[src/rtl/vram_sched_pkg.sv]
// Shared constants for the VRAM access scheduler: FSM state codes and field widths.
package vram_sched_pkg;

  localparam logic [2:0] ST_IDLE   = 3'd0;
  localparam logic [2:0] ST_F_CMD  = 3'd1;
  localparam logic [2:0] ST_F_DATA = 3'd2;
  localparam logic [2:0] ST_C_CMD  = 3'd3;
  localparam logic [2:0] ST_C_WAIT = 3'd4;

  localparam int MEM_LEN_W          = 6;
  localparam int WORDS_PER_LINE_DEF = 32;
  localparam int WIDX_W             = $clog2(WORDS_PER_LINE_DEF);

endpackage

[src/rtl/vram_line_trigger.sv]
// Prefetch trigger: fires at start of hblank when the following line is VRAM-backed.
// Purely combinational; the scheduler registers whatever it needs.
module vram_line_trigger #(
  parameter int H_ACTIVE     = 640,
  parameter int V_TOTAL      = 525,
  parameter int SCREEN_LINES = 256
) (
  input  logic [9:0] hpos,
  input  logic [9:0] vpos,
  output logic       trig,
  output logic [9:0] next_line
);

  assign next_line = (vpos == 10'(V_TOTAL - 1)) ? 10'd0 : vpos + 10'd1;
  assign trig      = (hpos == 10'(H_ACTIVE)) && (next_line < 10'(SCREEN_LINES));

endmodule

[src/rtl/vram_access_scheduler.sv]
// Arbitrates the single VRAM controller between video line prefetch (priority) and CPU.
// Non-preemptive; commands hold valid with stable fields until mem_cmd_ready.
module vram_access_scheduler
  import vram_sched_pkg::*;
#(
  parameter int H_ACTIVE       = 640,
  parameter int V_TOTAL        = 525,
  parameter int SCREEN_LINES   = 256,
  parameter int WORDS_PER_LINE = WORDS_PER_LINE_DEF,
  parameter int ADDR_W         = 13
) (
  input  logic                 clk,
  input  logic                 reset,
  input  logic [9:0]           hpos,
  input  logic [9:0]           vpos,
  input  logic                 cpu_req,
  input  logic                 cpu_we,
  input  logic [ADDR_W-1:0]    cpu_addr,
  input  logic [15:0]          cpu_wdata,
  output logic                 cpu_ack,
  output logic [15:0]          cpu_rdata,
  output logic                 mem_cmd_valid,
  input  logic                 mem_cmd_ready,
  output logic                 mem_we,
  output logic [ADDR_W-1:0]    mem_addr,
  output logic [MEM_LEN_W-1:0] mem_len,
  output logic [15:0]          mem_wdata,
  input  logic                 mem_rvalid,
  input  logic [15:0]          mem_rdata,
  input  logic                 mem_done,
  output logic                 lb_we,
  output logic [WIDX_W:0]      lb_waddr,
  output logic [15:0]          lb_wdata,
  output logic                 fetch_overrun
);

  logic [2:0]        state;
  logic              fetch_pending;
  logic [9:0]        fetch_line;
  logic [WIDX_W:0]   wcnt;
  logic              trig;
  logic [9:0]        next_line;
  logic              fetch_busy;
  logic              trig_drop;
  logic              trig_take;
  logic              wcnt_full;
  logic [9:0]        start_line;
  logic [ADDR_W-1:0] fetch_addr;

  vram_line_trigger #(
    .H_ACTIVE    (H_ACTIVE),
    .V_TOTAL     (V_TOTAL),
    .SCREEN_LINES(SCREEN_LINES)
  ) u_trigger (
    .hpos     (hpos),
    .vpos     (vpos),
    .trig     (trig),
    .next_line(next_line)
  );

  assign fetch_busy = (state == ST_F_CMD) || (state == ST_F_DATA);
  assign trig_drop  = trig && (fetch_pending || fetch_busy);
  assign trig_take  = trig && !trig_drop;
  assign wcnt_full  = (wcnt == (WIDX_W + 1)'(WORDS_PER_LINE));

  // A trigger landing in the IDLE cycle itself is served directly, so a
  // same-cycle cpu_req loses to it.
  assign start_line = fetch_pending ? fetch_line : next_line;
  assign fetch_addr = ADDR_W'({start_line, {WIDX_W{1'b0}}});

  assign lb_we    = (state == ST_F_DATA) && mem_rvalid && !wcnt_full;
  assign lb_waddr = lb_we ? {fetch_line[0], wcnt[WIDX_W-1:0]} : '0;
  assign lb_wdata = lb_we ? mem_rdata : '0;

  always_ff @(posedge clk or posedge reset) begin
    if (reset) begin
      state         <= ST_IDLE;
      fetch_pending <= 1'b0;
      fetch_line    <= '0;
      wcnt          <= '0;
      cpu_ack       <= 1'b0;
      cpu_rdata     <= '0;
      mem_cmd_valid <= 1'b0;
      mem_we        <= 1'b0;
      mem_addr      <= '0;
      mem_len       <= '0;
      mem_wdata     <= '0;
      fetch_overrun <= 1'b0;
    end else begin
      cpu_ack <= 1'b0;
      if (trig_drop) fetch_overrun <= 1'b1;
      if (trig_take) begin
        fetch_pending <= 1'b1;
        fetch_line    <= next_line;
      end

      case (state)
        ST_IDLE: begin
          if (fetch_pending || trig) begin
            state         <= ST_F_CMD;
            mem_cmd_valid <= 1'b1;
            mem_we        <= 1'b0;
            mem_addr      <= fetch_addr;
            mem_len       <= MEM_LEN_W'(WORDS_PER_LINE);
            mem_wdata     <= '0;
          end else if (cpu_req && !cpu_ack) begin
            // cpu_ack high means this IDLE cycle still sees the request just served.
            state         <= ST_C_CMD;
            mem_cmd_valid <= 1'b1;
            mem_we        <= cpu_we;
            mem_addr      <= cpu_addr;
            mem_len       <= MEM_LEN_W'(1);
            mem_wdata     <= cpu_wdata;
          end
        end
        ST_F_CMD: begin
          if (mem_cmd_ready) begin
            mem_cmd_valid <= 1'b0;
            fetch_pending <= 1'b0;
            wcnt          <= '0;
            state         <= ST_F_DATA;
          end
        end
        ST_F_DATA: begin
          if (mem_rvalid && !wcnt_full) wcnt <= wcnt + 1'b1;
          if (mem_done) state <= ST_IDLE;
        end
        ST_C_CMD: begin
          if (mem_cmd_ready) begin
            mem_cmd_valid <= 1'b0;
            state         <= ST_C_WAIT;
          end
        end
        ST_C_WAIT: begin
          if (mem_rvalid && !mem_we) cpu_rdata <= mem_rdata;
          if (mem_done) begin
            cpu_ack <= 1'b1;
            state   <= ST_IDLE;
          end
        end
        default: state <= ST_IDLE;
      endcase
    end
  end

endmodule

[config.mk]
export PLATFORM = sky130hd
export DESIGN_NAME = vram_access_scheduler
export DESIGN_NICKNAME = d
export VERILOG_FILES = /design/src/rtl/vram_sched_pkg.sv /design/src/rtl/vram_line_trigger.sv /design/src/rtl/vram_access_scheduler.sv
export SDC_FILE = /design/constraint.sdc
export NUM_CORES = 1
export LEC_CHECK = 0
export CORE_MARGIN = 8
export CORE_UTILIZATION = 42
export DETAILED_ROUTE_END_ITERATION = 8
export HOLD_SLACK_MARGIN = 0.02
export PLACE_DENSITY = 0.89
export SLEW_MARGIN = 20
export SYNTH_ARGS = -nofsm -noshare
export SYNTH_HDL_FRONTEND = slang
export SYNTH_SLANG_ARGS = --single-unit
export TNS_END_PERCENT = 1
[constraint.sdc]
create_clock -name clk -period 2.9 [get_ports clk]
set_clock_uncertainty 0.1 [all_clocks]
set_input_delay 0.29 -clock clk [delete_from_list [all_inputs] [get_ports clk]]
set_output_delay 0.29 -clock clk [all_outputs]
set_load 0.01 [all_outputs]
==> out/results.txt, run 1 <==
FF-to-FF path depth = 3
Least-Margin Pin Slew = 0.817 ns
Full die area = 0.0109 sq mm
Sw frac = 0.311
Cell count after synthesis = 286
Slew HR = 0.453
Post_cts resized = 0
Area delta synth->final = 56.2%
CTS tree = built
Max_cap viols = 0
IO Port Bufs = 145
CP max FO = 27
Period utilization = 0.930
Status = finished, final reports clean
First-pass GRT wire length = 15300 um
Max-slew violations = 0
CP startpoint kind = register
Routed wire length = 9260 um
Number of I/O pins = 150
Worst Setup End Kind = output pin
Placer Congestion = 0.843
Largest net degree at the start of global routing = 35
Cell area after synthesis = 0.00329 sq mm
Int Power = 0.00297 W
Leakage power = 2.23 nW
Netlist cell types = 49
Vias = 2781
Final Hold Vio Count = 0
Initial antenna violation count = 0
Max clock buf depth = 2
Post-synthesis async set-or-reset flop share = 1.00
Via density = 5.08
Root Driver = clkbuf_8
Mean Syn Cell Area = 11.5 sq um
Remaining antenna violation count after routing = 0
Setup CP Type = register to output pin
Reg power frac = 0.354
Final core utilization = 0.673
CP bufs+invs = 3
Compound-cell area share of the yosys netlist = 0.155
FF-to-FF End = cpu_rdata[15]
Psw = 0.00134 W
CTS sink count = 69
Post-CTS setup buffers = 0
Hold_buf cts = 0
Clock slew at reported path FFs = 0.07 ns
Clk pwr share = 0.217
Vias in the first global route = 2918
Sequential area share after synthesis = 0.524
Total CTS buffers = 9
GRT overflow = 0
Logic pwr share = 0.429
Post-Layout Cell Count = 547
Largest family of logic cells by synthesized area = compound AO/OA/AOI/OAI gates
Maximum vdd drop = 0.000332 V
Worst-Skew Late Latency = 0.33 ns
CP top delay family = buffers and inverters
Max incr delay on CP = 0.55 ns
Critical R2R Launch = state[0]
GRT Util Overall = 0.171
Xor-xnor portion of the synthesized cell area = 0.0319
Minimum clock period = 2.70 ns
Post-layout nets = 516
Min-Delay Path Class = primary input to asynchronous set/reset pin
Design Power = 0.00431 W
Hpwl dp = 7100 um
Crit path max-delay cell type = clkdlybuf4s50_1
Cells after DPL = 531
Layout cells sized above 1 = 0.137
Die Wd = 105 um
EDFF count, synth = 0
Setup TNS = 0 ns
FP Rows = 32
Antenna diodes = 0
Drt pass-1 iters = 4
Post-synthesis mux area share = 0.0718
WP data arrival = 2.31 ns
Drt drc = 0
Number of H-tree levels = 3
Fmax = 371 MHz
WL/cell = 16.9 um
Post-Synth Adder-Cell Area = 0.0152
Initial Utilization = 0.431
RSZ-0062 raised after global routing = false
Data required, critical path = 2.51 ns
Simple-Gate Fraction of Synth Area = 0.155
Initial DRC Count = 142
R2R setup slack = 0.77 ns
FF+latch count, synth = 69
Yosys warnings = 0
Crit path cell chain = inv_1, ha_1, nor4b_1, a21oi_2, buf_6, and2_1, clkdlybuf4s50_1
Top_reg_cell synth = dfrtp_1
Power per cell area = 838 mW/mm^2
Core area = 0.00765 sq mm
DIE HEIGHT = 105 um
Setup violators final = 0
[registers in the layout, indices dropped and copies added, names as in the netlist, 2 cells and up]
signal,count
fetch_line,8
state,3
mem_wdata,16
wcnt,6
mem_len,2
cpu_rdata,16
mem_addr,13
[kinds of logic after synthesis]
kind of cell | Yosys count
compound gates | 61
buf+inv | 28
fa+ha+maj | 4
flops | 69
other cells | 1
simple gates | 90
mux | 21
xor+xnor | 12
[cells in the final DEF (no fill, tap or decap), types with 7 or more instances in the layout]
cell type and count:
a221o_1 8, a22o_1 24, and2_1 24, buf_4 13
clkbuf_8 9, clkdlybuf4s50_1 145, dfrtp_1 69, inv_1 7
mux2_2 18, nand2_1 15, nor2_1 19
[routing by layer]
metal	vias to the layer above	routed length (um)	track usage	share of wire
met2	116	4520	0.281	0.49
met5	-	0	0	0
met4	0	138	0.0600	0.015
li1	1323	-	-	-
met1	1332	3850	0.206	0.42
met3	10	744	0.0577	0.080
[worst max-delay path by stage]
stage | from | to | slack [ns] | cells after the start
2_1_floorplan | reset | cpu_ack | 0.77 | 1
3_3_place_gp | vpos[0] | mem_addr[8] | -0.05 | 8
3_5_place_dp | vpos[0] | mem_addr[8] | 0.02 | 11
4_1_cts | state[0] | lb_waddr[1] | 0.06 | 6
5_1_grt | wcnt[0] | lb_waddr[1] | 0.04 | 7
6_report | wcnt[0] | lb_waddr[1] | 0.20 | 7
[area by class of cell]
| type | count | area, sq um |
|---|---|---|
| multi-input cells | 192 | 1440 |
| fillers | 579 | 2500 |
| repair buffers | 160 | 1580 |
| inverters | 8 | 30.0 |
| well taps | 102 | 128 |
| clock inverters | 6 | 111 |
| flip-flops and latches | 69 | 1730 |
| clock buffers | 10 | 128 |
[through the flow]
step | worst slack (ns) | cell area (sq um) | hold slack, ns
CTS | 0.0635 | 5140 | 0.242
global placement | -0.0523 | 4890 | 0.344
global route | 0.0450 | 5150 | 0.275
detailed placement | 0.0225 | 4900 | 0.352
finish | 0.202 | 5150 | 0.242
floorplan | 0.770 | 3310 | 0.281
[synthesized netlist by cell type (3+ instances only)]
library cell | number | share of area
nor2_1 | 19 | 0.022
buf_4 | 4 | 0.0091
mux2_1 | 3 | 0.010
and2_1 | 24 | 0.046
ha_1 | 4 | 0.015
o21ai_0 | 4 | 0.0061
dfrtp_1 | 69 | 0.52
clkbuf_1 | 7 | 0.0080
inv_1 | 8 | 0.0091
nor4_1 | 3 | 0.0057
mux2_2 | 18 | 0.062
a221o_1 | 8 | 0.024
a21oi_1 | 7 | 0.011
nand4_1 | 4 | 0.0076
buf_2 | 5 | 0.0076
xnor2_1 | 6 | 0.016
nand2_1 | 15 | 0.017
a22o_1 | 24 | 0.064
xor2_1 | 6 | 0.016
a21o_1 | 3 | 0.0068
buf_6 | 3 | 0.010
o41ai_1 | 3 | 0.0080
nand3_1 | 5 | 0.0076
[worst register-to-register path: stages, from the launching register on]
cell	delay, ns
dfrtp_1	0.49
nor2_1	0.22
nand4b_1	0.67
mux2_2	0.54
[power by group through the flow]
stage / Clock, W / Sequential [W] / Combinational [W]
2_1_floorplan: 0 / 0.00164 / 0.000753
3_3_place_gp: 0 / 0.00153 / 0.00180
3_5_place_dp: 0 / 0.00153 / 0.00187
4_1_cts: 0.000955 / 0.00152 / 0.00187
5_1_grt: 0.000997 / 0.00157 / 0.00199
6_report: 0.000938 / 0.00152 / 0.00185
Note: power is estimated with default switching activity, not from simulation.
==> run 2, diff against run 1 <==
CAP_MARGIN = 20   (was default)
REMOVE_ABC_BUFFERS = 1   (was default)
SKIP_CTS_REPAIR_TIMING = 1   (was default)
==> out/results.txt, run 2 (same netlist as run 1, synthesis figures left out) <==
GRT overflow = 0 (unchanged)
Worst Setup End Kind = output pin
Final Hold Vio Count = 0 (unchanged)
Commonest non-fill, non-tap cell in the layout = clkdlybuf4s50_1
Cell area after layout = 0.00515 sq mm (unchanged)
Setup violators final = 0 (unchanged)
FP Rows = 32 (unchanged)
Full die area = 0.0109 sq mm (unchanged)
Grt met3 use = 0.0491 (-0.00860)
Setup TNS = 0 ns (unchanged)
Top Registers = cpu_rdata: 16 flops, mem_wdata: 16 flops, mem_addr: 13 flops
Core area = 0.00765 sq mm (unchanged)
CP max FO = 27 (unchanged)
DIE HEIGHT = 105 um (unchanged)
Design Power = 0.00427 W (-0.95%)
CP startpoint kind = register
Data required, critical path = 2.51 ns (about the same)
Minimum clock period = 2.72 ns (+0.0189 ns)
Dpl cell area = 0.00491 sq mm (+0.26%)
Antenna diodes = 0 (unchanged)
Total CTS buffers = 9 (unchanged)
CTS tree = built
Number of H-tree levels = 3 (unchanged)
Worst-Skew Late Latency = 0.34 ns (about the same)
Initial Utilization = 0.431 (unchanged)
WP data arrival = 2.33 ns (+0.02 ns)
Final hold slack = 0.255 ns (+0.0129 ns)
Power per cell area = 830 mW/mm^2 (-0.95%)
Area delta synth->final = 56.2% (unchanged)
Most frequent cells in the layout = clkdlybuf4s50_1, dfrtp_1, a22o_1, and2_1, nor2_1
GR peak layer = met2
WL/cell = 17.1 um (+0.92%)
Layout cells sized above 1 = 0.142 (+0.00449)
Maximum vdd drop = 0.000312 V (-6.1%)
CTS sink count = 69 (unchanged)
Met1 global-route usage = 0.193 (-0.0137)
First-pass GRT wire length = 15000 um (-1.7%)
Vias in the first global route = 2865 (-1.8%)
Fmax = 368 MHz (-0.69%)
Remaining antenna violation count after routing = 0 (unchanged)
IO Port Bufs = 145 (unchanged)
Global Route met2 Usage = 0.296 (+0.0150)
Routed wire length = 9350 um (+0.92%)
Hpwl dp = 7400 um (+4.3%)
Initial antenna violation count = 0 (unchanged)
GRT Util Overall = 0.170 (-0.00192)
Max clock buf depth = 2 (unchanged)
Period utilization = 0.937 (+0.00651)
Vias = 2786 (+0.18%)
Die Wd = 105 um (unchanged)
Status = finished, final reports clean
Clock slew at reported path FFs = 0.09 ns (+0.02 ns)
Post-layout nets = 516 (unchanged)
Placer Congestion = 0.834 (-1.1%)
Min-Delay Path Class = primary input to asynchronous set/reset pin
Leakage power = 2.23 nW (-0.19%)
Drt drc = 0 (unchanged)
Setup CP Type = register to output pin
Via density = 5.09 (+0.18%)
Number of I/O pins = 150 (unchanged)
Max-slew violations = 0 (unchanged)
Largest net degree at the start of global routing = 40 (+14%)
Max_cap viols = 0 (unchanged)
RSZ-0062 raised after global routing = false
Least-Margin Pin Slew = 0.838 ns (+0.0214 ns)
Root Driver = clkbuf_8
Drt pass-1 iters = 4 (unchanged)
Slew HR = 0.438 (-0.0144)
Initial DRC Count = 119 (-16%)
-- run 2: critical path, stage by stage, from the launching register on --
cell             delay, ns
dfrtp_1               0.42
inv_1                 0.07
ha_1                  0.18
nor4b_1               0.15
a21oi_2               0.27
buf_12                0.20
and2_1                0.15
clkdlybuf4s50_1       0.54
-- run 2: metrics by stage --
step	setup slack (ns)	utilization	std cells
after floorplan	0.482	-	269
after global placement	-0.0893	0.642	531
after detailed placement	0.0516	0.642	531
after CTS	0.0807	0.672	547
after global routing	0.0275	0.673	547
final	0.183	0.673	547
-- run 2: path summary, 6_finish.rpt --
check	startpoint	endpoint	slack (ns)	cells after the start
hold reg to reg	fetch_overrun	fetch_overrun	0.37	1
hold / removal	reset	cpu_rdata[13]	0.25	2
min in group clk	fetch_overrun	fetch_overrun	0.37	1
setup reg to reg	state[0]	cpu_rdata[11]	0.74	3
max in group asynchronous	reset	state[1]	1.80	3
setup / recovery	wcnt[0]	lb_wdata[5]	0.18	7
-- run 2: report_power, final --
group	leakage, nW	total, W	switching [W]	internal, W
registers	0.890	0.00154	0.000234	0.00131
clock network	0.113	0.000901	0.000402	0.000499
logic	1.22	0.00183	0.000741	0.00109
-- run 2: area by class of cell --
cell class | count | area, sq um
multi-input combinational | 192 | 1440
clock inverter | 7 | 105
clock buffer | 9 | 124
fill | 585 | 2500
timing repair buffer | 160 | 1590
inverter | 8 | 30.0
tap | 102 | 128
sequential | 69 | 1730
-- run 2: per-layer routing --
metal	wire length [um]	share of wire
met1	3760	0.40
met2	4840	0.52
met3	629	0.067
met4	121	0.013
met5	0	0
==> run 3, diff against run 2 <==
GPL_ROUTABILITY_DRIVEN = 0   (was default)
==> results of run 3 <==
No change in the layout: final DEF, timing and power equal those of run 2.
